**config.mk**
```make
export PLATFORM = sky130hd
export DESIGN_NAME = beat_tick_gen_flat
export DESIGN_NICKNAME = d
export VERILOG_FILES = /design/src/rtl/tick_pkg.sv /design/src/rtl/beat_tick_gen_if.sv /design/src/rtl/mod_counter.sv /design/src/rtl/beat_tick_gen.sv /design/src/flat_wrapper.sv
export SDC_FILE = /design/constraint.sdc
export NUM_CORES = 1
export LEC_CHECK = 0
export CORE_ASPECT_RATIO = 1.75
export CORE_UTILIZATION = 55
export CTS_CLUSTER_SIZE = 14
export DETAILED_ROUTE_END_ITERATION = 16
export PLACE_DENSITY_LB_ADDON = 0.15
export SYNTH_ARGS = -nofsm -noshare
export SYNTH_HDL_FRONTEND = slang
export SYNTH_SLANG_ARGS = --single-unit
```
**constraint.sdc**
```tcl
create_clock -name clk -period 3.5 [get_ports clk]
set_input_delay 0.35 -clock clk [delete_from_list [all_inputs] [get_ports clk]]
set_output_delay 0.35 -clock clk [all_outputs]
set_load 0.02 [all_outputs]
```
**src/rtl/tick_pkg.sv**
```systemverilog
// tick_pkg: default piano-timebase constants and the playback mode enum.
package tick_pkg;
  localparam int DEF_PRE_W = 14;
  localparam int DEF_PRE_MAX = 10000;
  localparam int DEF_DIV_W = 14;
  localparam int DEF_CNT_W = 8;
  typedef enum logic {MODE_CONT, MODE_ONESHOT} mode_t;
endpackage

```
**src/rtl/beat_tick_gen_if.sv**
```systemverilog
// beat_tick_gen_if: control inputs and tick/status outputs of the beat timebase.
interface beat_tick_gen_if #(parameter int DIV_W = 14, parameter int CNT_W = 8);
  logic en;
  logic start;
  logic stop;
  logic oneshot;
  logic [DIV_W-1:0] div_val;
  logic tick;
  logic [CNT_W-1:0] tick_cnt;
  logic busy;
  logic done;
  modport master(output en, start, stop, oneshot, div_val, input tick, tick_cnt, busy, done);
  modport slave(input en, start, stop, oneshot, div_val, output tick, tick_cnt, busy, done);
endinterface

```
**src/rtl/mod_counter.sv**
```systemverilog
// mod_counter: modulo counter with programmable terminal count and a wrap strobe.
module mod_counter #(parameter int W = 8) (
  input  logic         clk,
  input  logic         rst,
  input  logic         inc,
  input  logic         clr,
  input  logic [W-1:0] max,
  output logic [W-1:0] cnt,
  output logic         wrap
);
  assign wrap = inc & (cnt == max);
  always_ff @(posedge clk)
    cnt <= (rst | clr | wrap) ? '0 : inc ? cnt + 1'b1 : cnt;
endmodule

```
**src/rtl/beat_tick_gen.sv**
```systemverilog
// beat_tick_gen: fixed prescaler feeding a programmable divider; emits beat ticks.
module beat_tick_gen
  import tick_pkg::*;
#(
  parameter int PRE_W = DEF_PRE_W,
  parameter int PRE_MAX = DEF_PRE_MAX,
  parameter int DIV_W = DEF_DIV_W,
  parameter int CNT_W = DEF_CNT_W
) (
  input logic clk,
  input logic rst,
  beat_tick_gen_if.slave bus
);
  logic run, clr, pre_wrap, tick, busy, done;
  logic [PRE_W-1:0] pre_cnt;
  logic [DIV_W-1:0] div_cnt, d;
  logic [CNT_W-1:0] tick_cnt;
  mode_t mode;
  assign run = busy & bus.en & ~rst;
  assign clr = bus.start | bus.stop;
  mod_counter #(.W(PRE_W)) u_pre (
    .clk, .rst, .inc(run), .clr, .max(PRE_W'(PRE_MAX)), .cnt(pre_cnt), .wrap(pre_wrap)
  );
  // the divider wraps exactly when its count matches D on a prescaler wrap: that is the tick
  mod_counter #(.W(DIV_W)) u_div (
    .clk, .rst, .inc(pre_wrap), .clr, .max(d), .cnt(div_cnt), .wrap(tick)
  );
  always_ff @(posedge clk) begin
    busy <= rst ? 1'b0 : bus.start ? 1'b1 : (bus.stop | (tick & (mode == MODE_ONESHOT))) ? 1'b0 : busy;
    done <= (rst | bus.start) ? 1'b0 : (tick & (mode == MODE_ONESHOT)) ? 1'b1 : done;
    mode <= rst ? MODE_CONT : bus.start ? (bus.oneshot ? MODE_ONESHOT : MODE_CONT) : mode;
    d <= rst ? '0 : (bus.start | tick) ? bus.div_val : d;
    tick_cnt <= (rst | bus.start) ? '0 : tick ? tick_cnt + 1'b1 : tick_cnt;
  end
  always_ff @(posedge clk)
    if (!rst) assert (pre_cnt <= PRE_W'(PRE_MAX) && div_cnt <= d);
  assign bus.tick = tick;
  assign bus.tick_cnt = tick_cnt;
  assign bus.busy = busy;
  assign bus.done = done;
endmodule

```
**src/flat_wrapper.sv**
```systemverilog
// flat-port wrapper written by rule: the top's interface ports become plain ports
module beat_tick_gen_flat import tick_pkg::*;
#(
  parameter int PRE_W = DEF_PRE_W,
  parameter int PRE_MAX = DEF_PRE_MAX,
  parameter int DIV_W = DEF_DIV_W,
  parameter int CNT_W = DEF_CNT_W
)
  (clk, rst, bus_en, bus_start, bus_stop, bus_oneshot, bus_div_val, bus_tick, bus_tick_cnt, bus_busy, bus_done);
  beat_tick_gen_if #(.DIV_W(DIV_W), .CNT_W(CNT_W)) bus_i ();
  input logic clk;
  input logic rst;
  input wire logic [$bits(bus_i.en)-1:0] bus_en;
  input wire logic [$bits(bus_i.start)-1:0] bus_start;
  input wire logic [$bits(bus_i.stop)-1:0] bus_stop;
  input wire logic [$bits(bus_i.oneshot)-1:0] bus_oneshot;
  input wire logic [$bits(bus_i.div_val)-1:0] bus_div_val;
  output wire logic [$bits(bus_i.tick)-1:0] bus_tick;
  output wire logic [$bits(bus_i.tick_cnt)-1:0] bus_tick_cnt;
  output wire logic [$bits(bus_i.busy)-1:0] bus_busy;
  output wire logic [$bits(bus_i.done)-1:0] bus_done;
  assign bus_i.en = bus_en;
  assign bus_i.start = bus_start;
  assign bus_i.stop = bus_stop;
  assign bus_i.oneshot = bus_oneshot;
  assign bus_i.div_val = bus_div_val;
  assign bus_tick = bus_i.tick;
  assign bus_tick_cnt = bus_i.tick_cnt;
  assign bus_busy = bus_i.busy;
  assign bus_done = bus_i.done;
  beat_tick_gen #(.PRE_W(PRE_W), .PRE_MAX(PRE_MAX), .DIV_W(DIV_W), .CNT_W(CNT_W)) u_core (.clk(clk), .rst(rst), .bus(bus_i));
endmodule
```
### After elaboration in Yosys (flattened, before gate mapping)

Index checks and enable logic that the tools add are counted.

* register bits after elaboration: 53
* bits of input ports: 20
* output and inout bits: 11
* word-level logic and storage cells: 29

* add/subtract/negate cells: 3
* equal/unequal tests: 2
* mux-type cells: 3
* bitwise gates (word level): 13
* reduce and logical (&&, ||, !) cells: 1

Operators with widths (count)
* adder 14 x 1 -> 14 bit (second input constant): 2
* equality test 14 bit: 1
* equality test 14 bit (second input constant): 1
* adder 8 x 1 -> 8 bit (second input constant): 1
* bitwise OR 1 bit: 7
* AND 1 bit: 5
* 2-to-1 mux 1 bit: 3
* nonzero test 2 bit: 1
* inverter 1 bit: 1

### Logic depth before layout (Yosys ltp)

* word-level depth: 8
* depth in mapped cells: 9
* depth with buffers taken out: 7

### Hierarchy

A second synthesis with hierarchy kept.

* cells, all modules: 303
* area total of the unflattened synthesis: 2633.8 um^2

By module, submodules not included
* mod_counter: times used 2, cells each 93, area an instance 834.6 um^2, seq. area each 280.3 um^2
* beat_tick_gen: times used 1, cells each 117, area an instance 964.7 um^2, seq. area each 500.5 um^2

### Worst setup path before layout

Ideal clock, no wire load.

* path kind: reg-to-output
* from: register u_core.u_div.cnt[2]
* to: output port bus_tick
* arrival: 1.605 ns
* required time: 3.150 ns
* path slack: 1.545 ns
* cell stages (with the launch flop): 9
* path buffers: 4
* path through: dfxtp_1 clkbuf_2 xor2_1 nor4_1 and2_1 buf_4 and3_1 buf_4 buf_6

* cells in the longest elaborated chain, start to end: 2

RTL lines
* start, declared: line mod_counter.sv:8 `output logic [W-1:0] cnt,`
* start signal, assigned: line mod_counter.sv:13 `cnt <= (rst | clr | wrap) ? '0 : inc ? cnt + 1'b1 : cnt;`
* equality test 14 bit: line mod_counter.sv:11 `assign wrap = inc & (cnt == max);`
* AND 1 bit: line mod_counter.sv:11
* end, declared: line flat_wrapper.sv:18 `output wire logic [$bits(bus_i.tick)-1:0] bus_tick;`

Every way passes these cells.

### Final worst setup path

* from: register u_core.u_div.cnt[8]
* to: output port bus_tick

The elaborated chain is that of the path after synthesis.

==> impl_metrics.env <==
export IMPL_rows=35
export IMPL_clk_pin_slew_ns=0.10
export IMPL_die_h_microns=101
export IMPL_synthMostInstantiatedCell="dfxtp_1"
export IMPL_drive_gt1_frac=0.0480
export IMPL_cts_tree="yes"
export IMPL_synth_top_flop_cell="dfxtp_1"
export IMPL_grt_max_degree=53
export IMPL_clock_skew_ns=0.00600
export IMPL_worstPathMaxFanout=7
export IMPL_slew_headroom=0.515
export IMPL_p_leak_uw=0.00119
export IMPL_grt_pass1_vias=2544
export IMPL_cp_arrival_ns=2.82
export IMPL_netlist_area_sq_um=3070
export IMPL_ys_ff_latch=53
export IMPL_max_cap_violations=0
export IMPL_synthTopCellsByCount="dfxtp_1, nand2_1, nor2_1"
export IMPL_nNetsFinal=419
export IMPL_port_buffers=30
export IMPL_status="completed"
export IMPL_worst_slack_ns=0.330
export IMPL_crit_chain="xor2_1 > nor4_1 > and2_1 > and3_1 > clkdlybuf4s50_1"
export IMPL_intPower_uw=916
export IMPL_dp_final_hpwl_microns=4750
export IMPL_clock_latency_ns=0.31
export IMPL_hold_class="reg -> reg"
export IMPL_overflow=0
export IMPL_ys_seq_area_frac=0.345
export IMPL_ant_nets=0
export IMPL_worst_pin_slew_ns=0.721
export IMPL_start_util=0.575
export IMPL_pre_cts_ws_ns=0.786
export IMPL_endpoint="bus_tick"
export IMPL_holdBufCountCts=0
export IMPL_ys_warn_count=0
export IMPL_r2r_setup_slack_ns=0.91
export IMPL_clockRootBuffer="clkbuf_8"
export IMPL_synthArstFlopShare=0
export IMPL_r2r_cells=5
export IMPL_avgRoutedWirePerCell_microns=14.0
export IMPL_dieArea_sq_um=5900
export IMPL_place_gp_congestion=0.809
export IMPL_htreeDepth=2
export IMPL_power_density_nw_per_um2=351
export IMPL_min_period_ns=3.17
export IMPL_ioPinCount=31
export IMPL_vias=2727
export IMPL_combPwrFrac=0.123
export IMPL_seqPwrFrac=0.517
export IMPL_synth_nets=406
export IMPL_final_area_sq_um=3480
export IMPL_dr_pass1_iters=4
export IMPL_grt_pass1_wl_microns=11300
export IMPL_tns_ns=0
export IMPL_avgViaCountPerCell=5.80
export IMPL_synth_area_leaders="dfxtp_1, xor2_1, xnor2_1"
export IMPL_required_ns=3.15
export IMPL_hold_viol_final=0
export IMPL_synthCells=382
export IMPL_drt_iter0_drc=71
export IMPL_power_switching_uw=305
export IMPL_post_cts_resized=0
export IMPL_wirelength_microns=6600
export IMPL_ys_types=40
export IMPL_slew_violations=0
export IMPL_r2r_start="u_core.u_div.cnt[8]$_SDFFE_PP0P_"
export IMPL_die_w_microns=58.5
export IMPL_cp_start_kind="register"
export IMPL_place_area_sq_um=3360
export IMPL_area_delta_synth_final_pct=13.2
export IMPL_track_usage=0.242
export IMPL_synth_top_area_cell="dfxtp_1"
export IMPL_max_stage_delay_ns=0.63
export IMPL_period_share=0.906
export IMPL_worstReg2RegEnd="u_core.bus.tick_cnt[4]$_SDFFE_PP0P_"
export IMPL_cp_end_kind="output pin"
export IMPL_antennaDiodeCount=0
export IMPL_netlist_area_leader_share=0.345
export IMPL_ir_drop_uv=335
export IMPL_synth_edf_count=0
export IMPL_cts_setup_buffers=0
export IMPL_critPathLaunch="u_core.u_div.cnt[8]$_SDFFE_PP0P_"
export IMPL_cp_slowest_cell="clkdlybuf4s50_1"
export IMPL_setup_violations=0
export IMPL_antenna_found_initial=0
export IMPL_clock_sinks=53
export IMPL_cts_buffer_depth=2
export IMPL_cts_buffers=5
export IMPL_swShare=0.250
export IMPL_drc=0
export IMPL_pwr_share_clk=0.361
export IMPL_fmax_mhz=315
export IMPL_worstSetupPathType="reg -> out"
export IMPL_rsz0062_at_grt="no"
export IMPL_fp_coreArea_sq_um=5340
export IMPL_avgSynthCellArea_sq_um=8.05
## state kept, by name (all words and copies together), names as in the netlist
| signal | cells |
|---|---|
| u_core.d | 14 |
| u_core.u_div.cnt | 14 |
| u_core.u_pre.cnt | 14 |
| u_core.bus.tick_cnt | 8 |
| u_core.bus.busy | 1 |
| u_core.bus.done | 1 |
| u_core.mode | 1 |
## cell usage in the layout, fill, tap and decap left out, types with 4 or more instances in the layout
| cell | n |
|---|---|
| nor2_1 | 35 |
| a21oi_1 | 20 |
| buf_4 | 6 |
| xor2_1 | 23 |
| nor3b_1 | 15 |
| and3_1 | 7 |
| clkbuf_8 | 6 |
| nor3_1 | 17 |
| xnor2_1 | 16 |
| ha_1 | 4 |
| nand4_1 | 14 |
| nor4_1 | 13 |
| o311ai_0 | 4 |
| nand3_1 | 10 |
| nand2_1 | 35 |
| and4_1 | 5 |
| mux2i_1 | 7 |
| or3_1 | 9 |
| clkdlybuf4s50_1 | 30 |
| inv_1 | 7 |
| o21ai_0 | 17 |
| and2_1 | 4 |
| nand2b_1 | 14 |
| o311ai_1 | 10 |
| dfxtp_1 | 53 |
## worst max-delay path: cells and delay by family (launching register included)
| family | cells | cell delay, ns |
|---|---|---|
| XOR/XNOR | 1 | 0.11 |
| buffers and inverters | 1 | 0.63 |
| flip-flops | 1 | 0.46 |
| AND/OR/NAND/NOR | 3 | 1.31 |
## cell families (layout without fill, tap and decap cells)
kind of cell	count (synthesis)	in the layout	synth area share
compound gates	53	53	0.107
fa+ha+maj	4	4	0.0163
simple gates	189	189	0.340
mux	7	7	0.0228
xor+xnor	39	39	0.111
flops	53	53	0.345
buf+inv	37	51	0.0582
## power by group through the flow
stage                     combinational [uW]  clock (uW)  sequential, uW
after CTS                                149         449             631
after floorplan                          104           0             642
after global placement                   145           0             645
after global routing                     165         475             633
final                                    150         440             631
after detailed placement                 149           0             645
## cell type report
class                   instances  area, sq um
clock buffers                   6         82.6
clock inverters                 2         37.5
fillers                       500         1860
inverters                       7         26.3
multi-input cells             292         1830
flip-flops and latches         53         1060
well taps                      74         92.6
repair buffers                 36          345
## metal layers
layer	vias to the layer above	routed length [microns]	GRT usage
li1	1375	-	-
met1	1291	2790	0.293
met2	49	3450	0.420
met3	12	165	0.0308
met4	0	194	0.106
met5	-	0	0
## how the worst min path moves through the flow
stage                                 startpoint                            to  cells after the start
finish              u_core.bus.done$_SDFFE_PP0P_  u_core.bus.done$_SDFFE_PP0P_                      2
global route        u_core.bus.done$_SDFFE_PP0P_  u_core.bus.done$_SDFFE_PP0P_                      2
CTS                 u_core.bus.done$_SDFFE_PP0P_  u_core.bus.done$_SDFFE_PP0P_                      2
detailed placement  u_core.bus.done$_SDFFE_PP0P_  u_core.bus.done$_SDFFE_PP0P_                      2
global placement    u_core.bus.done$_SDFFE_PP0P_  u_core.bus.done$_SDFFE_PP0P_                      2
floorplan               u_core.mode$_SDFFE_PP0P_  u_core.bus.done$_SDFFE_PP0P_                      2
## metrics by stage
| step | util | total power [uW] | hold WS (ns) | instances |
|---|---|---|---|---|
| 5_1_grt | 0.651 | 1270 | 0.477 | 470 |
| 2_1_floorplan | - | 747 | 0.443 | 382 |
| 3_3_place_gp | 0.629 | 789 | 0.438 | 462 |
| 6_report | 0.651 | 1220 | 0.460 | 470 |
| 4_1_cts | 0.651 | 1230 | 0.463 | 470 |
| 3_5_place_dp | 0.629 | 794 | 0.446 | 462 |
(Power assumes the default switching activity.)
